`src/rtl/normaliser_pkg.sv`:
```
// Shared types for the senone score normaliser.
// Score format, SRAM address width and FSM encoding.
package normaliser_pkg;

    typedef logic signed [15:0] num;

    localparam int SRAM_AW = 21;

    typedef enum logic [2:0] {
        S_IDLE,
        S_RD_LO,
        S_RD_HI,
        S_CALC,
        S_WR_LO,
        S_WR_HI,
        S_DONE
    } state_e;

endpackage

```
`src/rtl/normaliser_if.sv`:
```
// Byte-wide SRAM request/ack bus.
// The normaliser is the master; the SRAM arbiter is the slave.
interface normaliser_if;
    import normaliser_pkg::*;

    logic               norm_sram_read;
    logic               norm_sram_write;
    logic [SRAM_AW-1:0] norm_sram_addr;
    logic [7:0]         norm_sram_data;
    logic [7:0]         sram_rdata;
    logic               sram_ack;

    modport master (
        output norm_sram_read,
        output norm_sram_write,
        output norm_sram_addr,
        output norm_sram_data,
        input  sram_rdata,
        input  sram_ack
    );

    modport slave (
        input  norm_sram_read,
        input  norm_sram_write,
        input  norm_sram_addr,
        input  norm_sram_data,
        output sram_rdata,
        output sram_ack
    );

endinterface

```
`src/rtl/normaliser_sat_sub16.sv`:
```
// Signed 16-bit a - b, clamped to the 16-bit signed range.
// Overflow shows up as bits 16 and 15 of the 17-bit difference disagreeing.
module sat_sub16
    import normaliser_pkg::*;
(
    input  num i_a,
    input  num i_b,
    output num o_y
);

    logic [16:0] w_diff;
    logic        w_ovf;

    assign w_diff = {i_a[15], i_a} - {i_b[15], i_b};
    assign w_ovf  = w_diff[16] ^ w_diff[15];

    // Clamp toward the sign of the true 17-bit result on overflow.
    always_comb begin
        o_y = num'(w_diff[15:0]);
        if (w_ovf) begin
            o_y = w_diff[16] ? 16'sh8000 : 16'sh7FFF;
        end
    end

endmodule

```
`src/rtl/normaliser.sv`:
```
// Rewrites each senone score in SRAM as score - best, saturated.
// One read-modify-write pass over N_SENONES little-endian 16-bit words.
module normaliser
    import normaliser_pkg::*;
#(
    parameter int N_SENONES = 10,
    parameter int BASE_ADDR = 0
)
(
    input  logic                clk,
    input  logic                reset,
    input  logic                start_norm,
    input  num                  best_score,
    output logic                norm_done,
    normaliser_if.master        bus
);

    state_e             r_state;
    state_e             w_next;
    logic [7:0]         r_idx;
    num                 r_best;
    num                 r_result;
    logic [7:0]         r_lo;
    logic [7:0]         r_hi;
    num                 w_score;
    num                 w_diff;
    logic [SRAM_AW-1:0] w_base;
    logic               w_last;

    assign w_score = num'({r_hi, r_lo});
    assign w_base  = SRAM_AW'(BASE_ADDR)
                   + {{(SRAM_AW-9){1'b0}}, r_idx, 1'b0};
    assign w_last  = (r_idx == 8'(N_SENONES - 1));

    sat_sub16 u_sat_sub16 (
        .i_a (w_score),
        .i_b (r_best),
        .o_y (w_diff)
    );

    // State register; reset abandons any sweep in flight.
    always_ff @(posedge clk or negedge reset) begin
        if (!reset) begin
            r_state <= S_IDLE;
        end else begin
            r_state <= w_next;
        end
    end

    // Next state: each SRAM state waits on ack, CALC takes one cycle.
    always_comb begin
        w_next = r_state;
        unique case (r_state)
            S_IDLE:  if (start_norm)   w_next = S_RD_LO;
            S_RD_LO: if (bus.sram_ack) w_next = S_RD_HI;
            S_RD_HI: if (bus.sram_ack) w_next = S_CALC;
            S_CALC:                    w_next = S_WR_LO;
            S_WR_LO: if (bus.sram_ack) w_next = S_WR_HI;
            S_WR_HI: begin
                if (bus.sram_ack) begin
                    w_next = w_last ? S_DONE : S_RD_LO;
                end
            end
            S_DONE:                    w_next = S_IDLE;
            default:                   w_next = S_IDLE;
        endcase
    end

    // Datapath: latch best at start, gather bytes, register the result.
    always_ff @(posedge clk or negedge reset) begin
        if (!reset) begin
            r_idx    <= '0;
            r_best   <= '0;
            r_result <= '0;
            r_lo     <= '0;
            r_hi     <= '0;
        end else begin
            if (r_state == S_IDLE && start_norm) begin
                r_best <= best_score;
                r_idx  <= '0;
            end
            if (r_state == S_RD_LO && bus.sram_ack) begin
                r_lo <= bus.sram_rdata;
            end
            if (r_state == S_RD_HI && bus.sram_ack) begin
                r_hi <= bus.sram_rdata;
            end
            if (r_state == S_CALC) begin
                r_result <= w_diff;
            end
            if (r_state == S_WR_HI && bus.sram_ack && !w_last) begin
                r_idx <= r_idx + 8'd1;
            end
        end
    end

    // Outputs decoded from state so requests hold steady until ack.
    always_comb begin
        norm_done           = 1'b0;
        bus.norm_sram_read  = 1'b0;
        bus.norm_sram_write = 1'b0;
        bus.norm_sram_addr  = '0;
        bus.norm_sram_data  = '0;
        unique case (r_state)
            S_RD_LO: begin
                bus.norm_sram_read = 1'b1;
                bus.norm_sram_addr = w_base;
            end
            S_RD_HI: begin
                bus.norm_sram_read = 1'b1;
                bus.norm_sram_addr = w_base + SRAM_AW'(1);
            end
            S_WR_LO: begin
                bus.norm_sram_write = 1'b1;
                bus.norm_sram_addr  = w_base;
                bus.norm_sram_data  = r_result[7:0];
            end
            S_WR_HI: begin
                bus.norm_sram_write = 1'b1;
                bus.norm_sram_addr  = w_base + SRAM_AW'(1);
                bus.norm_sram_data  = r_result[15:8];
            end
            S_DONE: begin
                norm_done = 1'b1;
            end
            default: begin
            end
        endcase
    end

endmodule

```
`src/flat_wrapper.sv`:
```
// flat-port wrapper written by rule: the top's interface ports become plain ports
module normaliser_flat import normaliser_pkg::*;
#(
    parameter int N_SENONES = 10,
    parameter int BASE_ADDR = 0
)
  (clk, reset, start_norm, best_score, norm_done, bus_norm_sram_read, bus_norm_sram_write, bus_norm_sram_addr, bus_norm_sram_data, bus_sram_rdata, bus_sram_ack);
  normaliser_if bus_i ();
  input  logic clk;
  input  logic reset;
  input  logic start_norm;
  input  num best_score;
  output logic norm_done;
  output wire logic [$bits(bus_i.norm_sram_read)-1:0] bus_norm_sram_read;
  output wire logic [$bits(bus_i.norm_sram_write)-1:0] bus_norm_sram_write;
  output wire logic [$bits(bus_i.norm_sram_addr)-1:0] bus_norm_sram_addr;
  output wire logic [$bits(bus_i.norm_sram_data)-1:0] bus_norm_sram_data;
  input wire logic [$bits(bus_i.sram_rdata)-1:0] bus_sram_rdata;
  input wire logic [$bits(bus_i.sram_ack)-1:0] bus_sram_ack;
  assign bus_norm_sram_read = bus_i.norm_sram_read;
  assign bus_norm_sram_write = bus_i.norm_sram_write;
  assign bus_norm_sram_addr = bus_i.norm_sram_addr;
  assign bus_norm_sram_data = bus_i.norm_sram_data;
  assign bus_i.sram_rdata = bus_sram_rdata;
  assign bus_i.sram_ack = bus_sram_ack;
  normaliser #(.N_SENONES(N_SENONES), .BASE_ADDR(BASE_ADDR)) u_core (.clk(clk), .reset(reset), .start_norm(start_norm), .best_score(best_score), .norm_done(norm_done), .bus(bus_i));
endmodule
```
`config.mk`:
```
export PLATFORM = sky130hd
export DESIGN_NAME = normaliser_flat
export DESIGN_NICKNAME = d
export VERILOG_FILES = /design/src/rtl/normaliser_pkg.sv /design/src/rtl/normaliser_if.sv /design/src/rtl/normaliser_sat_sub16.sv /design/src/rtl/normaliser.sv /design/src/flat_wrapper.sv
export SDC_FILE = /design/constraint.sdc
export NUM_CORES = 1
export LEC_CHECK = 0
export BUFFER_PORTS_ARGS = -buffer_cell sky130_fd_sc_hd__buf_4
export CORE_ASPECT_RATIO = 1.75
export CORE_MARGIN = 4
export CORE_UTILIZATION = 51
export DETAILED_ROUTE_END_ITERATION = 8
export PLACE_DENSITY = 0.81
export REMOVE_ABC_BUFFERS = 1
export SLEW_MARGIN = 20
export SYNTH_ARGS = -nofsm -noshare
export SYNTH_HDL_FRONTEND = slang
export SYNTH_SLANG_ARGS = --single-unit
```
`constraint.sdc`:
```
create_clock -name clk -period 3.12 [get_ports clk]
set_input_delay 0.624 -clock clk [delete_from_list [all_inputs] [get_ports clk]]
set_output_delay 0.624 -clock clk [all_outputs]
set_load 0.05 [all_outputs]
```
==> impl_summary.txt <==
----------------------------------------------------
[Logic synthesis]
  Dominant combinational cell family by area after synthesis ... compound AO/OA/AOI/OAI gates
  Synthesized area per cell ... 9.22 µm²
  Yosys top cell area share ... 40.3%
  Register bit total from synthesis ... 59
  EDFF count, synth ... 0
  Adder-cell area share of the yosys netlist ... 6.70%
  Count of cell types in the netlist ... 59
  Share of synthesized area occupied by flip-flops and latches ... 40.3%
  Post-synthesis cell type with the largest combined area ... sky130_fd_sc_hd__dfrtp_1
  Simple-gate portion of the synthesized area ... 17.1%
  Share of the synthesized area in compound gates (AO/OA/AOI/OAI) ... 17.3%
  Warning count from the yosys run ... 0
  Mux share of post-synthesis cell area ... 7.08%
  Async SR Flop Fraction ... 100%
  Post-synthesis xor/xnor area fraction ... 3.79%
  Post-synth top flop ... sky130_fd_sc_hd__dfrtp_1
  Post-Synthesis Cell Area ... 3660 µm²
  Post-Synthesis Cells ... 397
  Leading cell types by total area after synthesis ... sky130_fd_sc_hd__dfrtp_1 40%, sky130_fd_sc_hd__ha_1 6.2%, sky130_fd_sc_hd__o21ai_0 5.2%

[Critical path]
  CP Data Required Time ... 2500 ps
  Type of element launching the critical path ... flop
  Category of the most critical setup path ... reg2out
  Crit-path max FO ... 12
  Worst reg-to-reg path cell count ... 11
  RR Endpoint ... u_core.r_result[9]
  Arrival @ worst endpoint ... 2140 ps
  Worst reg2reg startpoint ... u_core.r_lo[0]
  Internal reg-to-reg setup slack ... 470 ps
  Kind of end point of the critical path ... output pin

[Placed design]
  HPWL after DPL ... 6700 µm
  Gp weighted congestion ... 0.939
  Pre-CTS worst setup slack ... 470 ps
  Port bufs ... 47
  Post-placement cell area ... 4010 µm²

[Clocking]
  Clock buffer count from CTS ... 9
  Post-CTS setup buffer count ... 0
  Cells resized by post-CTS repair ... 0
  Clock sink count ... 59
  CTS H-Tree Depth ... 3
  Clock insertion delay at the later pin of the skew report ... 330 ps
  CTS tree ... done
  Worst-case clock buffer depth ... 2
  Cell at the root of the clock tree ... sky130_fd_sc_hd__clkbuf_16
  Hold Buf Count CTS ... 0
  Clock-pin slew on the worst setup and hold paths ... 50 ps

[Global routing]
  Initial antenna violation count ... 0
  Wire length of the first global-routing pass ... 14,200 µm
  Maximum number of pins on one net before global-route repair ... 60
  Vias in the first global route ... 3,034
  Overflow left after global routing ... 0
  Tot GR Track Use ... 21.5%

[Outcome]
  Result of the run ... finished, final reports clean

[Job]
  Max-capacitance violation count ... 0

[Floorplan]
  Num ports ... 60
  Die footprint ... 8650 µm²
  Vertical extent of the die ... 120 µm
  # rows ... 40
  Core Box Area ... 6910 µm²
  Overall die width ... 72.0 µm
  Initial standard-cell utilization of the core ... 53.0%

[Routing]
  Overall via count from detail_route ... 2,973
  Total wire length after detailed routing ... 8680 µm
  WL per Instance ... 16.3 µm
  Router iterations before antenna repair ... 4
  Drt initial violations ... 199
  Number of vias per cell after detailed routing ... 5.58
  Residual DRC ... 0
  Antenna violation net count after detailed routing ... 0

[Timing]
  Clock period minus final worst setup slack ... 2760 ps
  Maximum clock skew at final layout ... 5.24 ps
  Number of hold-slack violations in the final timing report ... 0
  Post-route setup TNS ... 0 ps
  Final max-slew violation count ... 0
  Max Clk Rate ... 362 MHz
  Least-Margin Pin Slew ... 862 ps
  Setup repair after global routing missed its margin ... false
  Final period util ... 88.5%
  Final WS setup ... 360 ps
  Final setup violating endpoints ... 0
  Worst relative slew slack ... 42.2%

[Cells and area]
  Final instance area ... 4300 µm²
  NumNets Final ... 491
  Fraction of final layout cells sized beyond drive strength 1 ... 21.2%
  Ant diodes ... 0
  Area Growth Syn to Fin ... 17.5%

[Min path]
  Class of the most critical hold timing path ... in2async

----------------------------------------------------
==> worst max-delay path by stage <==
| stage | start | endpoint | slack, ps | cells past startpoint |
|---|---|---|---|---|
| after global routing | u_core.r_state[1] | bus_norm_sram_addr[2] | 190 | 4 |
| after CTS | u_core.r_state[1] | bus_norm_sram_addr[2] | 320 | 4 |
| after floorplan | u_core.r_state[0] | bus_norm_sram_addr[0] | 520 | 2 |
| after detailed placement | u_core.r_lo[0] | u_core.r_result[9] | 470 | 11 |
| after global placement | u_core.r_lo[0] | u_core.r_result[9] | 550 | 11 |
| final | u_core.r_state[1] | bus_norm_sram_addr[2] | 360 | 4 |
==> layout make-up <==
type                    count  area (µm²)
repair buffers             52         390
multi-input cells         298        1950
fillers                   609        2610
well taps                  84         105
flip-flops and latches     59        1480
clock buffers              14         254
inverters                  24        90.1
clock inverters             2        35.0
==> synth_stat cells, drive strengths merged, types with 2 or more instances <==
cell type	count
nor3	6
nor3b	5
a31oi	2
o21ai	52
inv	24
buf	16
ha	18
dfrtp	59
xnor2	9
nor2	23
nand4	7
and2	8
nand2b	8
mux2	15
a21oi	23
o211ai	3
a21o	4
o21bai	2
nor2b	2
xor2	6
clkbuf	11
nand3	10
and3	3
nand2	51
o211a	2
mux2i	9
a211oi	2
a221oi	2
==> per-layer routing <==
| metal | vias up | GRT usage [%] | routed length, µm |
|---|---|---|---|
| li1 | 1449 | - | - |
| met3 | 24 | 4.95 | 364 |
| met5 | - | 0 | 0 |
| met2 | 79 | 39.6 | 4990 |
| met4 | 0 | 10.7 | 260 |
| met1 | 1421 | 21.8 | 3070 |
==> kinds of logic (layout without fill, tap and decap cells) <==
family | count (synthesis) | in the layout
simple gates | 126 | 126
compound gates | 102 | 102
flops | 59 | 59
buf+inv | 51 | 92
mux | 24 | 24
fa+ha+maj | 19 | 19
xor+xnor | 15 | 15
other cells | 1 | 12
==> stage by stage <==
step	hold WS, ps	utilization (%)	instances
after floorplan	328	-	381
after global placement	467	58.1	517
after detailed placement	470	58.1	517
after CTS	383	62.3	533
after global routing	419	62.3	533
final	349	62.3	533
==> cells in the final DEF (no fill, tap or decap), types with 2 or more instances in the layout <==
cell,instances
sky130_fd_sc_hd__dfrtp_1,59
sky130_fd_sc_hd__buf_4,52
sky130_fd_sc_hd__nand2_1,50
sky130_fd_sc_hd__o21ai_0,38
sky130_fd_sc_hd__inv_1,24
sky130_fd_sc_hd__nor2_1,23
sky130_fd_sc_hd__a21oi_1,22
sky130_fd_sc_hd__ha_1,18
sky130_fd_sc_hd__mux2_2,15
sky130_fd_sc_hd__o21ai_1,12
sky130_fd_sc_hd__conb_1,12
sky130_fd_sc_hd__nand3_1,10
sky130_fd_sc_hd__xnor2_1,9
sky130_fd_sc_hd__mux2i_1,9
sky130_fd_sc_hd__clkbuf_16,9
sky130_fd_sc_hd__nand2b_1,8
sky130_fd_sc_hd__and2_1,8
sky130_fd_sc_hd__nand4_1,7
sky130_fd_sc_hd__xor2_1,5
sky130_fd_sc_hd__nor3b_1,4
sky130_fd_sc_hd__clkbuf_1,4
sky130_fd_sc_hd__nor3_2,3
sky130_fd_sc_hd__o211ai_1,3
sky130_fd_sc_hd__nor3_1,3
sky130_fd_sc_hd__a21o_2,2
sky130_fd_sc_hd__o21bai_1,2
sky130_fd_sc_hd__a31oi_1,2
sky130_fd_sc_hd__a21o_1,2
sky130_fd_sc_hd__o211a_1,2
sky130_fd_sc_hd__a211oi_1,2
==> critical path: stages, from the launching register on <==
cell                       delay, ps
sky130_fd_sc_hd__dfrtp_1         570
sky130_fd_sc_hd__nand2b_1        450
sky130_fd_sc_hd__o21ai_0         340
sky130_fd_sc_hd__and2_1          260
sky130_fd_sc_hd__buf_4           180
==> registers in the layout, summed over array words and instances (netlist names) <==
register and count:
u_core.r_best 16, u_core.r_result 16, u_core.r_hi 8, u_core.r_idx 8, u_core.r_lo 8, u_core.r_state 3
Power is not shown: default switching activity piles up to over one toggle a cycle in this logic, so the estimate is an artifact.
